### src/rtl/cache_cmd_sequencer_if.sv
// Command-in handshake plus issue-side outputs of the cache command sequencer.
interface cache_cmd_sequencer_if #(
    parameter int unsigned CMD_W = 41,
    parameter int unsigned CNT_W = 16
);
    logic [CMD_W-1:0] cmd_in;
    logic             cmd_valid;
    logic             cmd_ready;
    logic             hold;
    logic [CMD_W-1:0] instruction;
    logic [11:0]      tag;
    logic [13:0]      index;
    logic [5:0]       offset;
    logic             sel_d;
    logic             sel_i;
    logic             read_enable;
    logic             write_enable;
    logic             start;
    logic             clear;
    logic             print;
    logic             idle;
    logic [CNT_W-1:0] issued_count;

    // Trace loader / downstream control side
    modport master (
        output cmd_in, cmd_valid, hold,
        input  cmd_ready, instruction, tag, index, offset, sel_d, sel_i,
               read_enable, write_enable, start, clear, print, idle, issued_count
    );

    // Sequencer side
    modport slave (
        input  cmd_in, cmd_valid, hold,
        output cmd_ready, instruction, tag, index, offset, sel_d, sel_i,
               read_enable, write_enable, start, clear, print, idle, issued_count
    );
endinterface

### src/rtl/cache_cmd_sequencer.sv
// Buffers trace commands in a FIFO, decodes them and drives the two-phase
// lookup/update enables for the split L1 caches, or clear/print pulses.
module cache_cmd_sequencer #(
    parameter int unsigned DEPTH = 8,
    parameter int unsigned CMD_W = 41,
    parameter int unsigned CNT_W = 16
) (
    input  logic                 clk,
    input  logic                 rst,
    cache_cmd_sequencer_if.slave bus
);
    localparam int unsigned AW       = $clog2(DEPTH);
    localparam int unsigned CW       = AW + 1;
    localparam int unsigned N_MSB    = CMD_W - 1;
    localparam int unsigned ADDR_LSB = 5;

    typedef enum logic [2:0] {
        S_IDLE,
        S_LOOKUP,
        S_UPDATE,
        S_CLEAR,
        S_PRINT
    } state_t;

    logic [CMD_W-1:0] mem_q [DEPTH];
    logic [AW-1:0]    wr_ptr_q;
    logic [AW-1:0]    rd_ptr_q;
    logic [CW-1:0]    count_q;
    logic [CW-1:0]    count_d;
    logic             push_c;
    logic             pop_c;
    logic             retire_c;
    logic [CMD_W-1:0] head_c;
    logic [3:0]       head_n_c;
    logic [3:0]       cur_n_c;
    logic             is_d_c;
    logic             is_i_c;

    state_t           state_q;
    state_t           state_d;
    logic [CMD_W-1:0] instr_q;
    logic             sel_d_q;
    logic             sel_i_q;
    logic             rd_en_q;
    logic             wr_en_q;
    logic             start_q;
    logic             clear_q;
    logic             print_q;
    logic             idle_q;
    logic [CNT_W-1:0] issued_q;

    assign bus.cmd_ready = (count_q < CW'(DEPTH));
    assign push_c        = bus.cmd_valid && bus.cmd_ready;
    assign pop_c         = !bus.hold && (state_q == S_IDLE) && (count_q != '0);
    assign retire_c      = !bus.hold && ((state_q == S_UPDATE) || (state_q == S_CLEAR) ||
                                         (state_q == S_PRINT));
    assign head_c        = mem_q[rd_ptr_q];
    assign head_n_c      = head_c[N_MSB -: 4];
    assign cur_n_c       = instr_q[N_MSB -: 4];
    assign is_i_c        = (cur_n_c == 4'd2);
    assign is_d_c        = (cur_n_c <= 4'd6) && !is_i_c;

    // FIFO occupancy after this cycle's push/pop
    always_comb begin
        count_d = count_q;
        case ({push_c, pop_c})
            2'b10:   count_d = count_q + CW'(1);
            2'b01:   count_d = count_q - CW'(1);
            default: count_d = count_q;
        endcase
    end

    // FIFO storage; contents are don't-care until written
    always_ff @(posedge clk) begin
        if (push_c) begin
            mem_q[wr_ptr_q] <= bus.cmd_in;
        end
    end

    // FIFO pointers and count; pointers wrap naturally at DEPTH
    always_ff @(posedge clk or negedge rst) begin
        if (!rst) begin
            wr_ptr_q <= '0;
            rd_ptr_q <= '0;
            count_q  <= '0;
        end else begin
            if (push_c) wr_ptr_q <= wr_ptr_q + AW'(1);
            if (pop_c)  rd_ptr_q <= rd_ptr_q + AW'(1);
            count_q <= count_d;
        end
    end

    // Next-state decode; unsupported opcodes are popped and dropped in IDLE
    always_comb begin
        state_d = state_q;
        if (!bus.hold) begin
            case (state_q)
                S_IDLE: begin
                    if (pop_c) begin
                        if (head_n_c <= 4'd6)      state_d = S_LOOKUP;
                        else if (head_n_c == 4'd8) state_d = S_CLEAR;
                        else if (head_n_c == 4'd9) state_d = S_PRINT;
                        else                       state_d = S_IDLE;
                    end
                end
                S_LOOKUP: state_d = S_UPDATE;
                default:  state_d = S_IDLE;
            endcase
        end
    end

    // State register and registered issue outputs; everything freezes under hold
    always_ff @(posedge clk or negedge rst) begin
        if (!rst) begin
            state_q  <= S_IDLE;
            instr_q  <= {4'b1000, (CMD_W-4)'(0)};
            sel_d_q  <= 1'b0;
            sel_i_q  <= 1'b0;
            rd_en_q  <= 1'b0;
            wr_en_q  <= 1'b0;
            start_q  <= 1'b0;
            clear_q  <= 1'b0;
            print_q  <= 1'b0;
            idle_q   <= 1'b1;
            issued_q <= '0;
        end else if (!bus.hold) begin
            state_q <= state_d;
            idle_q  <= (state_d == S_IDLE) && (count_d == '0);
            rd_en_q <= (state_q == S_LOOKUP);
            start_q <= (state_q == S_LOOKUP);
            wr_en_q <= (state_q == S_UPDATE);
            clear_q <= (state_q == S_CLEAR);
            print_q <= (state_q == S_PRINT);
            // Cache select spans both the lookup and update phases
            if (state_q == S_LOOKUP) begin
                sel_d_q <= is_d_c;
                sel_i_q <= is_i_c;
            end else if (state_q != S_UPDATE) begin
                sel_d_q <= 1'b0;
                sel_i_q <= 1'b0;
            end
            if (pop_c) begin
                instr_q <= head_c;
            end
            if (retire_c && (issued_q != {CNT_W{1'b1}})) begin
                issued_q <= issued_q + CNT_W'(1);
            end
        end
    end

    assign bus.instruction  = instr_q;
    assign bus.tag          = instr_q[ADDR_LSB+31 -: 12];
    assign bus.index        = instr_q[ADDR_LSB+19 -: 14];
    assign bus.offset       = instr_q[ADDR_LSB+5 -: 6];
    assign bus.sel_d        = sel_d_q;
    assign bus.sel_i        = sel_i_q;
    assign bus.read_enable  = rd_en_q;
    assign bus.write_enable = wr_en_q;
    assign bus.start        = start_q;
    assign bus.clear        = clear_q;
    assign bus.print        = print_q;
    assign bus.idle         = idle_q;
    assign bus.issued_count = issued_q;
endmodule

### src/flat_wrapper.sv
// flat-port wrapper written by rule: the top's interface ports become plain ports
module cache_cmd_sequencer_flat 
#(
    parameter int unsigned DEPTH = 8,
    parameter int unsigned CMD_W = 41,
    parameter int unsigned CNT_W = 16
)
  (clk, rst, bus_cmd_in, bus_cmd_valid, bus_hold, bus_cmd_ready, bus_instruction, bus_tag, bus_index, bus_offset, bus_sel_d, bus_sel_i, bus_read_enable, bus_write_enable, bus_start, bus_clear, bus_print, bus_idle, bus_issued_count);
  cache_cmd_sequencer_if #(.CMD_W(CMD_W), .CNT_W(CNT_W)) bus_i ();
  input  logic clk;
  input  logic rst;
  input wire logic [$bits(bus_i.cmd_in)-1:0] bus_cmd_in;
  input wire logic [$bits(bus_i.cmd_valid)-1:0] bus_cmd_valid;
  input wire logic [$bits(bus_i.hold)-1:0] bus_hold;
  output wire logic [$bits(bus_i.cmd_ready)-1:0] bus_cmd_ready;
  output wire logic [$bits(bus_i.instruction)-1:0] bus_instruction;
  output wire logic [$bits(bus_i.tag)-1:0] bus_tag;
  output wire logic [$bits(bus_i.index)-1:0] bus_index;
  output wire logic [$bits(bus_i.offset)-1:0] bus_offset;
  output wire logic [$bits(bus_i.sel_d)-1:0] bus_sel_d;
  output wire logic [$bits(bus_i.sel_i)-1:0] bus_sel_i;
  output wire logic [$bits(bus_i.read_enable)-1:0] bus_read_enable;
  output wire logic [$bits(bus_i.write_enable)-1:0] bus_write_enable;
  output wire logic [$bits(bus_i.start)-1:0] bus_start;
  output wire logic [$bits(bus_i.clear)-1:0] bus_clear;
  output wire logic [$bits(bus_i.print)-1:0] bus_print;
  output wire logic [$bits(bus_i.idle)-1:0] bus_idle;
  output wire logic [$bits(bus_i.issued_count)-1:0] bus_issued_count;
  assign bus_i.cmd_in = bus_cmd_in;
  assign bus_i.cmd_valid = bus_cmd_valid;
  assign bus_i.hold = bus_hold;
  assign bus_cmd_ready = bus_i.cmd_ready;
  assign bus_instruction = bus_i.instruction;
  assign bus_tag = bus_i.tag;
  assign bus_index = bus_i.index;
  assign bus_offset = bus_i.offset;
  assign bus_sel_d = bus_i.sel_d;
  assign bus_sel_i = bus_i.sel_i;
  assign bus_read_enable = bus_i.read_enable;
  assign bus_write_enable = bus_i.write_enable;
  assign bus_start = bus_i.start;
  assign bus_clear = bus_i.clear;
  assign bus_print = bus_i.print;
  assign bus_idle = bus_i.idle;
  assign bus_issued_count = bus_i.issued_count;
  cache_cmd_sequencer #(.DEPTH(DEPTH), .CMD_W(CMD_W), .CNT_W(CNT_W)) u_core (.clk(clk), .rst(rst), .bus(bus_i));
endmodule
### config.mk
export PLATFORM = sky130hd
export DESIGN_NAME = cache_cmd_sequencer_flat
export DESIGN_NICKNAME = d
export VERILOG_FILES = /design/src/rtl/cache_cmd_sequencer_if.sv /design/src/rtl/cache_cmd_sequencer.sv /design/src/flat_wrapper.sv
export SDC_FILE = /design/constraint.sdc
export NUM_CORES = 1
export LEC_CHECK = 0
export CAP_MARGIN = 10
export CORE_ASPECT_RATIO = 1.25
export CORE_MARGIN = 5
export CORE_UTILIZATION = 25
export DETAILED_ROUTE_END_ITERATION = 16
export GPL_TIMING_DRIVEN = 1
export SYNTH_ARGS = -nofsm -noshare
export SYNTH_HDL_FRONTEND = slang
export SYNTH_SLANG_ARGS = --single-unit
### constraint.sdc
create_clock -name clk -period 4.6 [get_ports clk]
set_clock_uncertainty 0.2 [all_clocks]
set_input_delay 0.69 -clock clk [delete_from_list [all_inputs] [get_ports clk]]
set_output_delay 0.69 -clock clk [all_outputs]
set_load 0.05 [all_outputs]
==> results of run 1 <==
==> area by class of cell <==
type,count,area (µm²)
Fill cell,6038,43300
Sequential cell,405,11800
Multi-Input combinational cell,338,3600
Timing Repair Buffer,162,1570
Clock buffer,52,1100
Tap cell,840,1050
Clock inverter,21,274
Inverter,11,41.3
Antenna cell,3,7.51
==> power by group <==
part / internal, mW / leakage, nW / switching [mW]
clock: 1.95 / 0.672 / 1.40
combinational: 1.77 / 1.92 / 2.70
sequential: 4.59 / 3.93 / 0.534
total: 8.31 / 6.52 / 4.63
==> kinds of logic (layout without fill, tap and decap cells) <==
kind of cell	Yosys count	count (layout)	share of synthesized area
flip-flops	405	405	0.748
multiplexers	127	127	0.146
AND/OR/NAND/NOR	115	115	0.0355
buffers and inverters	79	246	0.0286
AO/OA/AOI/OAI	67	67	0.0239
XOR/XNOR	22	22	0.0122
adder cells (fa/ha/maj)	7	7	0.00604
other	0	3	0
==> worst max-delay path, cell delays in order <==
cell	delay, ns
clkdlybuf4s50_1	0.47
nor2b_1	0.51
inv_1	0.10
ha_1	0.31
ha_1	0.38
nor4b_1	0.33
a211oi_1	0.11
a211oi_1	0.37
a32oi_1	0.15
nor2_1	0.11
==> cell usage in the layout (no fill, tap or decap), types with 4 or more instances in the layout <==
| cell type | Yosys | routed |
|---|---|---|
| clkbuf_1 | 14 | 6 |
| clkinv_1 | 0 | 5 |
| nand3_1 | 4 | 4 |
| mux2i_1 | 43 | 43 |
| dfrtp_1 | 75 | 72 |
| buf_4 | 37 | 21 |
| nand2_1 | 62 | 62 |
| nor2_1 | 13 | 7 |
| ha_1 | 6 | 6 |
| bufinv_16 | 0 | 4 |
| nand2b_1 | 4 | 4 |
| nor2_4 | 0 | 6 |
| nor3_1 | 6 | 4 |
| clkdlybuf4s50_1 | 0 | 141 |
| a21oi_1 | 6 | 6 |
| clkbuf_16 | 0 | 41 |
| mux4_2 | 82 | 82 |
| clkinv_2 | 0 | 5 |
| inv_1 | 11 | 11 |
| edfxtp_1 | 328 | 328 |
| nand4_1 | 8 | 8 |
| nor4_1 | 4 | 4 |
| xnor2_1 | 14 | 14 |
| o21ai_0 | 46 | 46 |
| xor2_1 | 8 | 8 |
==> metal layers <==
metal  global-route usage  up-vias
met2                0.157      154
met1                0.119     3994
met5                    0        -
met4               0.0311        6
li1                     -     3486
met3               0.0208       54
==> sequential cells by signal, indices dropped and copies added, names as in the netlist, 3 cells and up <==
register	count
u_core.wr_ptr_q	3
u_core.rd_ptr_q	3
u_core.bus.instruction	41
u_core.count_q	4
u_core.mem_q	328
u_core.state_q	3
u_core.bus.issued_count	16
==> stage by stage <==
| step | cell area (µm²) | hold slack (ns) | setup WS (ns) |
|---|---|---|---|
| 6_report | 19400 | 0.00976 | 1.34 |
| 5_1_grt | 19400 | 0.0538 | 1.20 |
| 4_1_cts | 19400 | 0.0234 | 1.42 |
| 3_5_place_dp | 18000 | 0.275 | 0.883 |
| 3_3_place_gp | 18000 | 0.276 | 0.925 |
| 2_1_floorplan | 15800 | 0.194 | 1.02 |
==> path summary, 6_finish.rpt <==
| check | startpoint | endpoint |
|---|---|---|
| max | bus_cmd_valid | u_core.bus.idle |
| min | rst | u_core.bus.issued_count[9] |
| max reg2reg | u_core.state_q[1] | u_core.bus.idle |
| min reg2reg | u_core.bus.instruction[2] | u_core.bus.instruction[2] |
| max in group asynchronous | rst | u_core.bus.instruction[9] |
| min in group clk | u_core.bus.instruction[2] | u_core.bus.instruction[2] |
==> key figures, run 1 <==
Timing
  – Final Critical Period: 3.26 ns
  – Max Clk Rate: 0.307 GHz
  – Least-Margin Pin Slew: 0.805 ns
  – Setup violations, final: 0
  – RSZ-0062 raised after global routing: false
  – Max-slew headroom: 0.463
  – Max Slew Vio Count: 0
  – Post-route setup TNS: 0 ns
  – Hold Fails Final Rpt: 0
  – Final Cycle Share: 0.708

Clock network
  – Skew-Pair Late Insertion Delay: 0.55 ns
  – CTS resizes: 0
  – H-tree depth: 2
  – CTS max path bufs: 3
  – Clock Pin Slew Worst Setup and Hold Paths: 0.06 ns
  – Setup Fix Bufs, Post-CTS: 0
  – Post-CTS Hold Fix Bufs: 0
  – Root Buffer: clkbuf_16
  – CTS tree: yes
  – CTS buffer count: 40
  – Sink Count: 405

Run
  – Max_cap viols: 0

Floorplanning
  – Full die area: 68,200 µm²
  – Initial Util: 0.251
  – Row Count: 103
  – Core ar.: 62,800 µm²
  – # IOs: 143
  – Chip width: 235 µm
  – Die height: 291 µm

Global routing
  – Overflow after GRT: 0
  – First-pass GRT wire length: 49,500 µm
  – Tot GR Track Use: 0.0934
  – Vias in the first global route: 8,185
  – Initial antenna violation count: 6
  – Largest net degree at the start of global routing: 85

Final layout
  – Area growth syn-to-layout: 23.4%
  – Share of cells above drive strength 1: 0.185
  – Final Non-Filler Cells: 1,832
  – Fin util: 0.310
  – Post-layout net count: 1,010

Detailed routing
  – Pre-Repair DR Iteration Count: 4
  – Met3 WL: 1770 µm
  – Via count: 7,694
  – Post-DR vias/cell: 4.20
  – Top Layer Used: met5
  – DRC viols: 0
  – DRT met1 WL: 13,700 µm
  – Final ANT Viol Nets: 0
  – Iter 0 DRT Violations: 348
  – DR WL/cell: 17.7 µm
  – Post-Route WL: 32,500 µm
  – Met2 WL: 16,300 µm

Logic synthesis
  – Share of the yosys chip area belonging to registers: 0.748
  – Asr flop ratio synth: 0.190
  – Post-synth EDFFs: 328
  – Post-synth top area share: 0.625
  – Cell Area, Synth: 15,800 µm²
  – Top-count cell post-synth: edfxtp_1
  – Syn_area_per_cell: 19.2 µm²
  – Largest area contributor in the netlist: edfxtp_1
  – Cells after Synth: 822
  – Post-synth top cells: edfxtp_1, mux4_2, dfrtp_1
  – Post-Syn Nets: 874
  – Yosys reg bits: 405
  – Area contributors post-synth: edfxtp_1, dfrtp_1, mux4_2, mux2i_1, buf_4
  – Synth unique cells: 44
  – Total number of yosys warnings: 0
  – Main synth FF type: edfxtp_1

Critical path
  – Crit. End Element: register
  – Data required, critical path: 4.88 ns
  – Flop2flop setup slack: 1.42 ns
  – Critical path arrival: 3.53 ns
  – Reg2Reg Depth: 10
  – Critical Path Source Type: input pin
  – WS Path Type: in2reg
  – Worst-path fanout max: 9

Power and ir drop
  – Power Density: 666 nW/µm²
  – Max VDD drop: 0.000384 V
  – Total Power: 12.9 mW
  – Leak pwr: 6.52 nW

Placed design
  – GPL Wtd Cong: 0.744
  – Post-DP HPWL: 20,000 µm
  – Dpl cells: 1,756
  – PortBufs: 142

Outcome
  – Outcome: complete, no violations

Worst hold path
  – HP Class: in2async
Note: power is estimated with default switching activity, not from simulation.
==> run 2, diff against run 1 <==
- clock period: 4.6 -> 3.15 ns (I/O delays scaled with it)
==> key figures, run 2 (synthesis results as in run 1) <==
Outcome
  – Outcome: complete, no violations

Detailed routing
  – Post-DR vias/cell: 4.17 (-0.60%)
  – Final ANT Viol Nets: 0 (unchanged)
  – DR WL/cell: 18.2 µm (+2.5%)
  – Post-Route WL: 33,600 µm (+3.3%)
  – Via count: 7,702 (+0.10%)
  – Iter 0 DRT Violations: 377 (+8.3%)
  – Pre-Repair DR Iteration Count: 4 (unchanged)
  – DRC viols: 0 (unchanged)

Power and ir drop
  – Sw Share: 0.360 (+0.00255)
  – Power Density: 956 nW/µm² (+44%)
  – Sequential power share: 0.395 (about the same)
  – Clk network pwr share: 0.236 (-0.023)
  – Max VDD drop: 0.000476 V (+24%)
  – Combinational Power Share: 0.369 (+0.024)
  – P_sw: 6.71 mW (+45%)
  – Leak pwr: 6.54 nW (+0.33%)
  – Pint: 11.9 mW (+43%)
  – Total Power: 18.6 mW (+44%)

Timing
  – Max Clk Rate: 0.348 GHz
  – Least-Margin Pin Slew: 0.834 ns (+0.0289 ns)
  – Max-slew headroom: 0.444 (-0.0193)
  – Hold Fails Final Rpt: 0 (unchanged)
  – Max Slew Vio Count: 0 (unchanged)
  – Setup violations, final: 0 (unchanged)
  – Fin Hold WS: 0.277 ns (+0.267 ns)
  – Post-route setup TNS: 0 ns (unchanged)
  – Final Cycle Share: 0.912
  – RSZ-0062 raised after global routing: false
  – Final Critical Period: 2.87 ns

Global routing
  – Overflow after GRT: 0 (unchanged)
  – Vias in the first global route: 8,313 (+1.6%)
  – Tot GR Track Use: 0.0965 (+0.00312)
  – Largest net degree at the start of global routing: 85 (unchanged)
  – First-pass GRT wire length: 50,700 µm (+2.3%)
  – Initial antenna violation count: 5 (-1)

Clock network
  – H-tree depth: 2 (unchanged)
  – CTS max path bufs: 3 (unchanged)
  – Skew-Pair Late Insertion Delay: 0.54 ns (about the same)
  – Clock Pin Slew Worst Setup and Hold Paths: 0.06 ns (about the same)
  – Root Buffer: clkbuf_16
  – CTS buffer count: 39 (-2.5%)
  – Setup Fix Bufs, Post-CTS: 0 (unchanged)
  – CTS tree: yes
  – Sink Count: 405 (unchanged)

Floorplanning
  – Chip width: 235 µm (unchanged)
  – Row Count: 103 (unchanged)
  – Initial Util: 0.251 (unchanged)
  – Die height: 291 µm (unchanged)
  – # IOs: 143 (unchanged)
  – Core ar.: 62,800 µm² (unchanged)
  – Full die area: 68,200 µm² (unchanged)

Final layout
  – Register Area: 11,800 µm² (unchanged)
  – Fillcell total: 6,108 (+1.2%)
  – Post-layout net count: 1,025 (+1.5%)
  – Most frequent cells in the layout: edfxtp_1, clkdlybuf4s50_1, mux4_2
  – Max reg flops: 328 (unchanged)
  – Commonest non-fill, non-tap cell in the layout: edfxtp_1
  – Area growth syn-to-layout: 23.8%
  – Most flops, register: u_core.mem_q
  – Multi-input logic area: 3610 µm² (+0.38%)
  – Share of cells above drive strength 1: 0.190 (+0.00459)

Critical path
  – Flop2flop setup slack: 0.28 ns (-1.14 ns)
  – Worst-path fanout max: 7 (-2)
  – R2R Path Start: u_core.count_q[3]
  – R2r endpoint: u_core.bus.idle
  – Reg2Reg Depth: 9 (-1)
  – WS Path Type: reg2reg
  – Critical Path Source Type: register
  – Data required, critical path: 3.39 ns (-1.49 ns)
  – Crit. End Element: register
  – Critical path arrival: 3.11 ns (-0.42 ns)

Placed design
  – Post-DP HPWL: 20,800 µm (+4.0%)
  – GPL Wtd Cong: 0.775 (+4.1%)
  – PortBufs: 142 (unchanged)

Worst hold path
  – HP Class: in2async

Run
  – Max_cap viols: 0 (unchanged)
-- run 2: cell types whose count changed in the layout (fill, tap and decap cells not counted), sizes merged --
cell         change
bufinv           -3
clkinvlp         -1
buf             +15
clkbuf           +2
dlygate4sd3      +1
inv              -1
-- run 2: worst max-delay path: stages, from the launching register on --
cell and delay [ns]:
dfrtp_1 0.43, o41ai_2 0.39, inv_1 0.12, ha_2 0.24
ha_1 0.37, nand3_1 0.12, a2111oi_0 0.52, a211oi_2 0.12
a32oi_1 0.21, nor2_1 0.06
-- run 2: worst max-delay path by stage --
stage / from / to / slack (ns)
floorplan: bus_cmd_valid / u_core.mem_q[7][0] / -0.21
global placement: bus_hold / u_core.bus.idle / -0.15
detailed placement: bus_hold / u_core.bus.idle / -0.22
CTS: u_core.state_q[2] / u_core.bus.idle / 0.19
global route: u_core.state_q[2] / u_core.bus.idle / 0.01
finish: u_core.count_q[3] / u_core.bus.idle / 0.28
-- run 2: power groups by stage --
stage / logic (mW) / clock network (mW) / registers (mW)
floorplan: 4.06 / 0 / 8.25
global placement: 6.94 / 0 / 7.45
detailed placement: 7.02 / 0 / 7.50
CTS: 7.03 / 4.57 / 7.39
global route: 7.38 / 4.77 / 7.49
finish: 6.87 / 4.40 / 7.37
-- run 2: final cells by class --
| class | count | area share |
|---|---|---|
| Sequential cell | 405 | 0.605 |
| Multi-Input combinational cell | 338 | 0.185 |
| Timing Repair Buffer | 178 | 0.0925 |
| Clock buffer | 54 | 0.0551 |
| Tap cell | 840 | 0.0539 |
| Clock inverter | 16 | 0.00590 |
| Inverter | 11 | 0.00212 |
| Antenna cell | 3 | 0.000385 |
-- run 2: stage by stage --
stage                     utilization  cells  setup slack (ns)  area (µm²)
after floorplan                     -    822            -0.209       15800
after global placement          0.291   1771            -0.150       18300
after detailed placement        0.291   1771            -0.221       18300
after CTS                       0.310   1842             0.189       19500
after global routing            0.311   1842            0.0120       19500
final                           0.311   1845             0.278       19500
-- run 2: routing by layer --
layer	global-route usage	vias to the layer above	wire length, µm
met5	0	-	41
met4	0.0264	6	718
met3	0.0233	50	1920
met2	0.169	172	17200
met1	0.119	3961	13600
li1	-	3513	-
-- run 2: repair_timing --
item                                   4_1_cts  5_1_grt
endpoints found under the hold margin       33        0
setup endpoints to repair                    0        1
resized for setup                            0        3
hold buffers                                 1        0
